==> config.mk <==
export PLATFORM = sky130hd
export DESIGN_NAME = ucode_sequencer_flat
export DESIGN_NICKNAME = d
export VERILOG_FILES = /design/src/rtl/ucode_sequencer_if.sv /design/src/rtl/ucode_sequencer.sv /design/src/flat_wrapper.sv
export SDC_FILE = /design/constraint.sdc
export NUM_CORES = 1
export LEC_CHECK = 0
export ABC_AREA = 1
export BUFFER_PORTS_ARGS = -buffer_cell sky130_fd_sc_hd__buf_2
export CAP_MARGIN = 20
export CORE_MARGIN = 2
export CORE_UTILIZATION = 40
export CTS_BUF_LIST = sky130_fd_sc_hd__clkbuf_4
export DETAILED_ROUTE_END_ITERATION = 7
export HOLD_SLACK_MARGIN = 0.06
export PLACE_DENSITY_LB_ADDON = 0.12
export SYNTH_ARGS = -nofsm -noshare
export SYNTH_HDL_FRONTEND = slang
export SYNTH_SLANG_ARGS = --single-unit
==> constraint.sdc <==
create_clock -name clk_i -period 3.49 [get_ports clk_i]
set_input_delay 0.5235 -clock clk_i [delete_from_list [all_inputs] [get_ports clk_i]]
set_output_delay 0.5235 -clock clk_i [all_outputs]
set_load 0.05 [all_outputs]
==> src/rtl/ucode_sequencer_if.sv <==
// Signal bundle between the micro-program sequencer, its control memory and the
// downstream decoder. The sequencer takes the slave view, its environment the master view.
interface ucode_sequencer_if #(
  parameter int unsigned UPC_W = 6,
  parameter int unsigned CW_W  = 16
) ();
  logic                  start;
  logic [UPC_W-1:0]      start_addr;
  logic                  abort;
  logic                  hold;
  logic                  cm_en;
  logic [UPC_W-1:0]      cm_addr;
  logic [CW_W-1:0]       cm_rdata;
  logic                  dec_call;
  logic                  dec_en;
  logic [CW_W-UPC_W-4:0] uops;
  logic                  busy;
  logic                  done;
  logic                  fault;

  modport slave (
    input  start, start_addr, abort, hold, cm_rdata,
    output cm_en, cm_addr, dec_call, dec_en, uops, busy, done, fault
  );

  modport master (
    output start, start_addr, abort, hold, cm_rdata,
    input  cm_en, cm_addr, dec_call, dec_en, uops, busy, done, fault
  );
endinterface

==> src/rtl/ucode_sequencer.sv <==
// Micro-program sequencer: holds the micro-PC, fetches control words from a synchronous
// ROM and resolves SEQ/JMP/CALL/RET with a small return stack ahead of the op-type decoder.
module ucode_sequencer #(
  parameter int unsigned UPC_W       = 6,
  parameter int unsigned CW_W        = 16,
  parameter int unsigned STACK_DEPTH = 4
) (
  input  logic             clk_i,
  input  logic             rst_ni,
  ucode_sequencer_if.slave bus
);
  localparam int unsigned UOP_W    = CW_W - UPC_W - 3;
  localparam int unsigned SP_W     = $clog2(STACK_DEPTH + 1);
  localparam int unsigned TYPE_BIT = CW_W - 3 - UPC_W;

  typedef enum logic [2:0] {S_IDLE, S_FETCH, S_LOAD, S_ISSUE, S_FAULT} state_e;
  typedef enum logic [1:0] {OP_SEQ = 2'b00, OP_JMP = 2'b01, OP_CALL = 2'b10, OP_RET = 2'b11} op_e;

  state_e           state_q, state_d;
  logic [UPC_W-1:0] upc_q, upc_d;
  logic [SP_W-1:0]  sp_q, sp_d;
  logic [CW_W-1:0]  cw_q, cw_d;
  logic             done_q, done_d;
  logic             push;
  logic [UPC_W-1:0] stack_q [STACK_DEPTH];
  logic [UPC_W-1:0] upc_inc;
  logic [UPC_W-1:0] ret_addr;
  logic [UPC_W-1:0] target;
  op_e              op;
  logic             issuing;

  assign op      = op_e'(cw_q[CW_W-1 -: 2]);
  assign target  = cw_q[CW_W-3 -: UPC_W];
  assign upc_inc = upc_q + UPC_W'(1);
  assign issuing = (state_q == S_ISSUE);

  // Top-of-stack select; entry sp-1 holds the most recent return address.
  always_comb begin
    ret_addr = '0;
    for (int unsigned i = 0; i < STACK_DEPTH; i++) begin
      if (sp_q == SP_W'(i + 1)) ret_addr = stack_q[i];
    end
  end

  always_comb begin
    state_d = state_q;
    upc_d   = upc_q;
    sp_d    = sp_q;
    cw_d    = cw_q;
    done_d  = 1'b0;
    push    = 1'b0;
    if (bus.abort) begin
      state_d = S_IDLE;
      sp_d    = '0;
    end else begin
      unique case (state_q)
        S_IDLE: begin
          if (bus.start) begin
            upc_d   = bus.start_addr;
            sp_d    = '0;
            state_d = S_FETCH;
          end
        end
        S_FETCH: state_d = S_LOAD;
        S_LOAD: begin
          cw_d    = bus.cm_rdata;
          state_d = S_ISSUE;
        end
        S_ISSUE: begin
          if (!bus.hold) begin
            state_d = S_FETCH;
            unique case (op)
              OP_SEQ: upc_d = upc_inc;
              OP_JMP: upc_d = target;
              OP_CALL: begin
                if (sp_q == SP_W'(STACK_DEPTH)) begin
                  state_d = S_FAULT;
                end else begin
                  push  = 1'b1;
                  sp_d  = sp_q + SP_W'(1);
                  upc_d = target;
                end
              end
              OP_RET: begin
                if (sp_q == '0) begin
                  state_d = S_IDLE;
                  done_d  = 1'b1;
                end else begin
                  sp_d  = sp_q - SP_W'(1);
                  upc_d = ret_addr;
                end
              end
            endcase
          end
        end
        S_FAULT: state_d = S_FAULT;
        default: state_d = S_IDLE;
      endcase
    end
  end

  always_ff @(posedge clk_i or negedge rst_ni) begin
    if (!rst_ni) begin
      state_q <= S_IDLE;
      upc_q   <= '0;
      sp_q    <= '0;
      cw_q    <= '0;
      done_q  <= 1'b0;
    end else begin
      state_q <= state_d;
      upc_q   <= upc_d;
      sp_q    <= sp_d;
      cw_q    <= cw_d;
      done_q  <= done_d;
    end
  end

  always_ff @(posedge clk_i or negedge rst_ni) begin
    if (!rst_ni) begin
      for (int unsigned i = 0; i < STACK_DEPTH; i++) stack_q[i] <= '0;
    end else if (push) begin
      for (int unsigned i = 0; i < STACK_DEPTH; i++) begin
        if (sp_q == SP_W'(i)) stack_q[i] <= upc_inc;
      end
    end
  end

  assign bus.cm_en    = (state_q == S_FETCH);
  assign bus.cm_addr  = upc_q;
  assign bus.dec_en   = issuing;
  assign bus.dec_call = issuing & cw_q[TYPE_BIT];
  assign bus.uops     = issuing ? cw_q[UOP_W-1:0] : '0;
  assign bus.busy     = (state_q != S_IDLE);
  assign bus.done     = done_q;
  assign bus.fault    = (state_q == S_FAULT);
endmodule

==> src/flat_wrapper.sv <==
// flat-port wrapper written by rule: the top's interface ports become plain ports
module ucode_sequencer_flat 
#(
  parameter int unsigned UPC_W       = 6,
  parameter int unsigned CW_W        = 16,
  parameter int unsigned STACK_DEPTH = 4
)
  (clk_i, rst_ni, bus_start, bus_start_addr, bus_abort, bus_hold, bus_cm_rdata, bus_cm_en, bus_cm_addr, bus_dec_call, bus_dec_en, bus_uops, bus_busy, bus_done, bus_fault);
  ucode_sequencer_if #(.UPC_W(UPC_W), .CW_W(CW_W)) bus_i ();
  input  logic clk_i;
  input  logic rst_ni;
  input wire logic [$bits(bus_i.start)-1:0] bus_start;
  input wire logic [$bits(bus_i.start_addr)-1:0] bus_start_addr;
  input wire logic [$bits(bus_i.abort)-1:0] bus_abort;
  input wire logic [$bits(bus_i.hold)-1:0] bus_hold;
  input wire logic [$bits(bus_i.cm_rdata)-1:0] bus_cm_rdata;
  output wire logic [$bits(bus_i.cm_en)-1:0] bus_cm_en;
  output wire logic [$bits(bus_i.cm_addr)-1:0] bus_cm_addr;
  output wire logic [$bits(bus_i.dec_call)-1:0] bus_dec_call;
  output wire logic [$bits(bus_i.dec_en)-1:0] bus_dec_en;
  output wire logic [$bits(bus_i.uops)-1:0] bus_uops;
  output wire logic [$bits(bus_i.busy)-1:0] bus_busy;
  output wire logic [$bits(bus_i.done)-1:0] bus_done;
  output wire logic [$bits(bus_i.fault)-1:0] bus_fault;
  assign bus_i.start = bus_start;
  assign bus_i.start_addr = bus_start_addr;
  assign bus_i.abort = bus_abort;
  assign bus_i.hold = bus_hold;
  assign bus_i.cm_rdata = bus_cm_rdata;
  assign bus_cm_en = bus_i.cm_en;
  assign bus_cm_addr = bus_i.cm_addr;
  assign bus_dec_call = bus_i.dec_call;
  assign bus_dec_en = bus_i.dec_en;
  assign bus_uops = bus_i.uops;
  assign bus_busy = bus_i.busy;
  assign bus_done = bus_i.done;
  assign bus_fault = bus_i.fault;
  ucode_sequencer #(.UPC_W(UPC_W), .CW_W(CW_W), .STACK_DEPTH(STACK_DEPTH)) u_core (.clk_i(clk_i), .rst_ni(rst_ni), .bus(bus_i));
endmodule
==> impl_metrics.env <==
export IMPL_status="finished, final reports clean"
export IMPL_start_util=0.416
export IMPL_avgViaCountPerCell=4.73
export IMPL_peakVddDrop_uv=272
export IMPL_wl_per_cell_um=13.1
export IMPL_slew_headroom=0.595
export IMPL_hold_viol=0
export IMPL_final_setup_tns_ps=0
export IMPL_worst_pin_slew_ps=607
export IMPL_end_kind="output port"
export IMPL_power_frac_clock=0.146
export IMPL_detail_route_antenna_nets=0
export IMPL_postSynthAreaPerCell_um2=7.72
export IMPL_leakage_uw=0.00182
export IMPL_cts_buffer_depth=2
export IMPL_grt_max_degree=30
export IMPL_syn_inst=395
export IMPL_critPathLaunchType="register"
export IMPL_post_place_cells=529
export IMPL_ys_flop_type="dfrtp_1"
export IMPL_gp_congestion=0.909
export IMPL_chipWidth_um=91.3
export IMPL_arrival_ps=1800
export IMPL_min_path_type="in2async"
export IMPL_cap_violations=0
export IMPL_area_growth_pct=11.3
export IMPL_yosys_cell_count_top_type="nand2_1"
export IMPL_p_switching_uw=886
export IMPL_crit_slowest_cell="dfrtp_1"
export IMPL_syn_area_um2=3050
export IMPL_htree_num_levels=2
export IMPL_synth_distinct_cells=34
export IMPL_post_route_period_util=0.664
export IMPL_portBuffers=45
export IMPL_drive_gt1_frac=0.205
export IMPL_switching_share=0.446
export IMPL_clk_latency_ps=370
export IMPL_hold_buffers=0
export IMPL_synth_seq_cells=53
export IMPL_numClockSinks=53
export IMPL_seq_power_share=0.429
export IMPL_wirelength_um=7030
export IMPL_powerDensity_nw_per_um2=586
export IMPL_cts_tree="built"
export IMPL_grt_pass1_vias=2549
export IMPL_netlist_area_leader_share=0.435
export IMPL_fmax_ghz=0.431
export IMPL_die_y_um=91.3
export IMPL_num_rows=31
export IMPL_grt_first_pass_wirelength_um=12600
export IMPL_synth_fp_nets=432
export IMPL_synth_largest_area_cell="dfrtp_1"
export IMPL_rsz0062_at_grt="no"
export IMPL_async_flop_share=1.00
export IMPL_finalNetCount=474
export IMPL_path_class="reg2out"
export IMPL_clock_skew_ps=4.21
export IMPL_setup_violations=0
export IMPL_dieArea_um2=8330
export IMPL_grt_overflow_total=0
export IMPL_post_dp_hpwl_um=5270
export IMPL_post_route_drc_count=0
export IMPL_internal_power_uw=1100
export IMPL_path_clk_slew_ps=150
export IMPL_combPwrFrac=0.426
export IMPL_drt_initial_drc_count=118
export IMPL_synth_edf_count=0
export IMPL_dr_pass1_iters=4
export IMPL_postCtsSetupBuffers=0
export IMPL_min_period_ps=2320
export IMPL_ys_seq_area_frac=0.435
export IMPL_track_usage=0.189
export IMPL_clockRootBuffer="clkbuf_4"
export IMPL_io_pins=46
export IMPL_path_cells="inv_1 > nand2_1 > nor2_1 > buf_2"
export IMPL_antenna_found_initial=0
export IMPL_drv_slew=0
export IMPL_cp_slowest_stage_delay_ps=460
export IMPL_synth_area_top_cells="dfrtp_1 (44%), nand2_1 (11%), inv_1 (7.1%)"
export IMPL_critical_path_required_ps=2970
export IMPL_power_uw=1990
export IMPL_synth_common_cells="nand2_1 (90), inv_1 (58), dfrtp_1 (53)"
export IMPL_synth_warnings=0
export IMPL_cts_made_buffers=5
export IMPL_cts_repair_resize_count=0
export IMPL_via_count=2542
export IMPL_cp_max_fo=14
export IMPL_antennaDiodeCount=0
export IMPL_layoutNonFillerInstCount=537
export IMPL_core_um2=7330
[path summary, 6_finish.rpt]
| check | cells past startpoint | slack (ps) | from | endpoint |
|---|---|---|---|---|
| worst max register to register | 9 | 1550 | u_core.sp_q[0] | u_core.stack_q[6] |
| worst max-delay path | 4 | 1170 | u_core.state_q[2] | bus_uops[1] |
| max in group asynchronous | 2 | 2540 | rst_ni | u_core.stack_q[0] |
| worst min register to register | 2 | 500 | u_core.stack_q[16] | u_core.stack_q[16] |
| worst min-delay path | 1 | 140 | rst_ni | u_core.bus.done |
| min in group clk_i | 2 | 340 | bus_abort | u_core.bus.done |
[worst max-delay path: cells and delay by family (launching register included)]
family                 cells  cell delay, ps
buffers and inverters      2             420
and+or+nand+nor            2             540
DFF                        1             460
[routing by layer]
metal / global-route usage / vias up / routed length (µm)
met5: 0 / - / 0
met4: 0.0505 / 0 / 80
met3: 0.0324 / 7 / 305
met2: 0.313 / 55 / 3320
met1: 0.256 / 1163 / 3330
li1: - / 1317 / -
[layout make-up]
| class | count | area, µm² |
|---|---|---|
| clock buffer | 7 | 52.6 |
| clock inverter | 1 | 7.51 |
| fill | 759 | 3940 |
| inverter | 63 | 236 |
| multi-input combinational | 267 | 1410 |
| sequential | 53 | 1330 |
| tap | 99 | 124 |
| timing repair buffer | 47 | 240 |
[logic make-up after synthesis]
family | share of synthesized area
flip-flops | 0.435
XOR/XNOR | 0.0115
AND/OR/NAND/NOR | 0.264
adder cells (fa/ha/maj) | 0.0411
multiplexers | 0.0222
buffers and inverters | 0.103
AO/OA/AOI/OAI | 0.122
[state kept, by name (all words and copies together), names as in the netlist]
signal / count
u_core.cw_q: 16
u_core.state_q: 3
u_core.stack_q: 24
u_core.sp_q: 3
u_core.bus.cm_addr: 6
u_core.bus.done: 1
[cell usage in the layout, fill, tap and decap left out, types with 2 or more instances in the layout]
master,netlist,layout
nand2_1,90,90
inv_1,58,58
dfrtp_1,53,53
nor2_1,52,52
buf_2,3,45
a21oi_1,28,28
nand3_1,23,23
o21ai_0,17,17
o21ai_2,12,12
ha_1,10,10
clkbuf_4,0,7
mux2_2,6,6
nor3_1,5,5
inv_2,4,4
nand2_2,3,3
xor2_1,3,3
nor2_4,2,2
nor2_2,2,2
or2_2,2,2
buf_4,2,2
[power by group through the flow]
stage                     logic, µW  registers (µW)  clock network, µW
after floorplan                 554             927                  0
after global placement          850             864                  0
after detailed placement        851             868                  0
after CTS                       855             854                305
after global routing            969             877                326
final                           846             852                289
[metrics by stage]
step           cell area [µm²]  utilization  setup slack [ps]  hold slack [ps]
2_1_floorplan             3050            -              1370              228
3_3_place_gp              3330        0.455              1590              468
3_5_place_dp              3330        0.455              1560              475
4_1_cts                   3390        0.463              1110              151
5_1_grt                   3390        0.463               934              155
6_report                  3390        0.463              1170              138
Power figures use the tool's default switching activity.
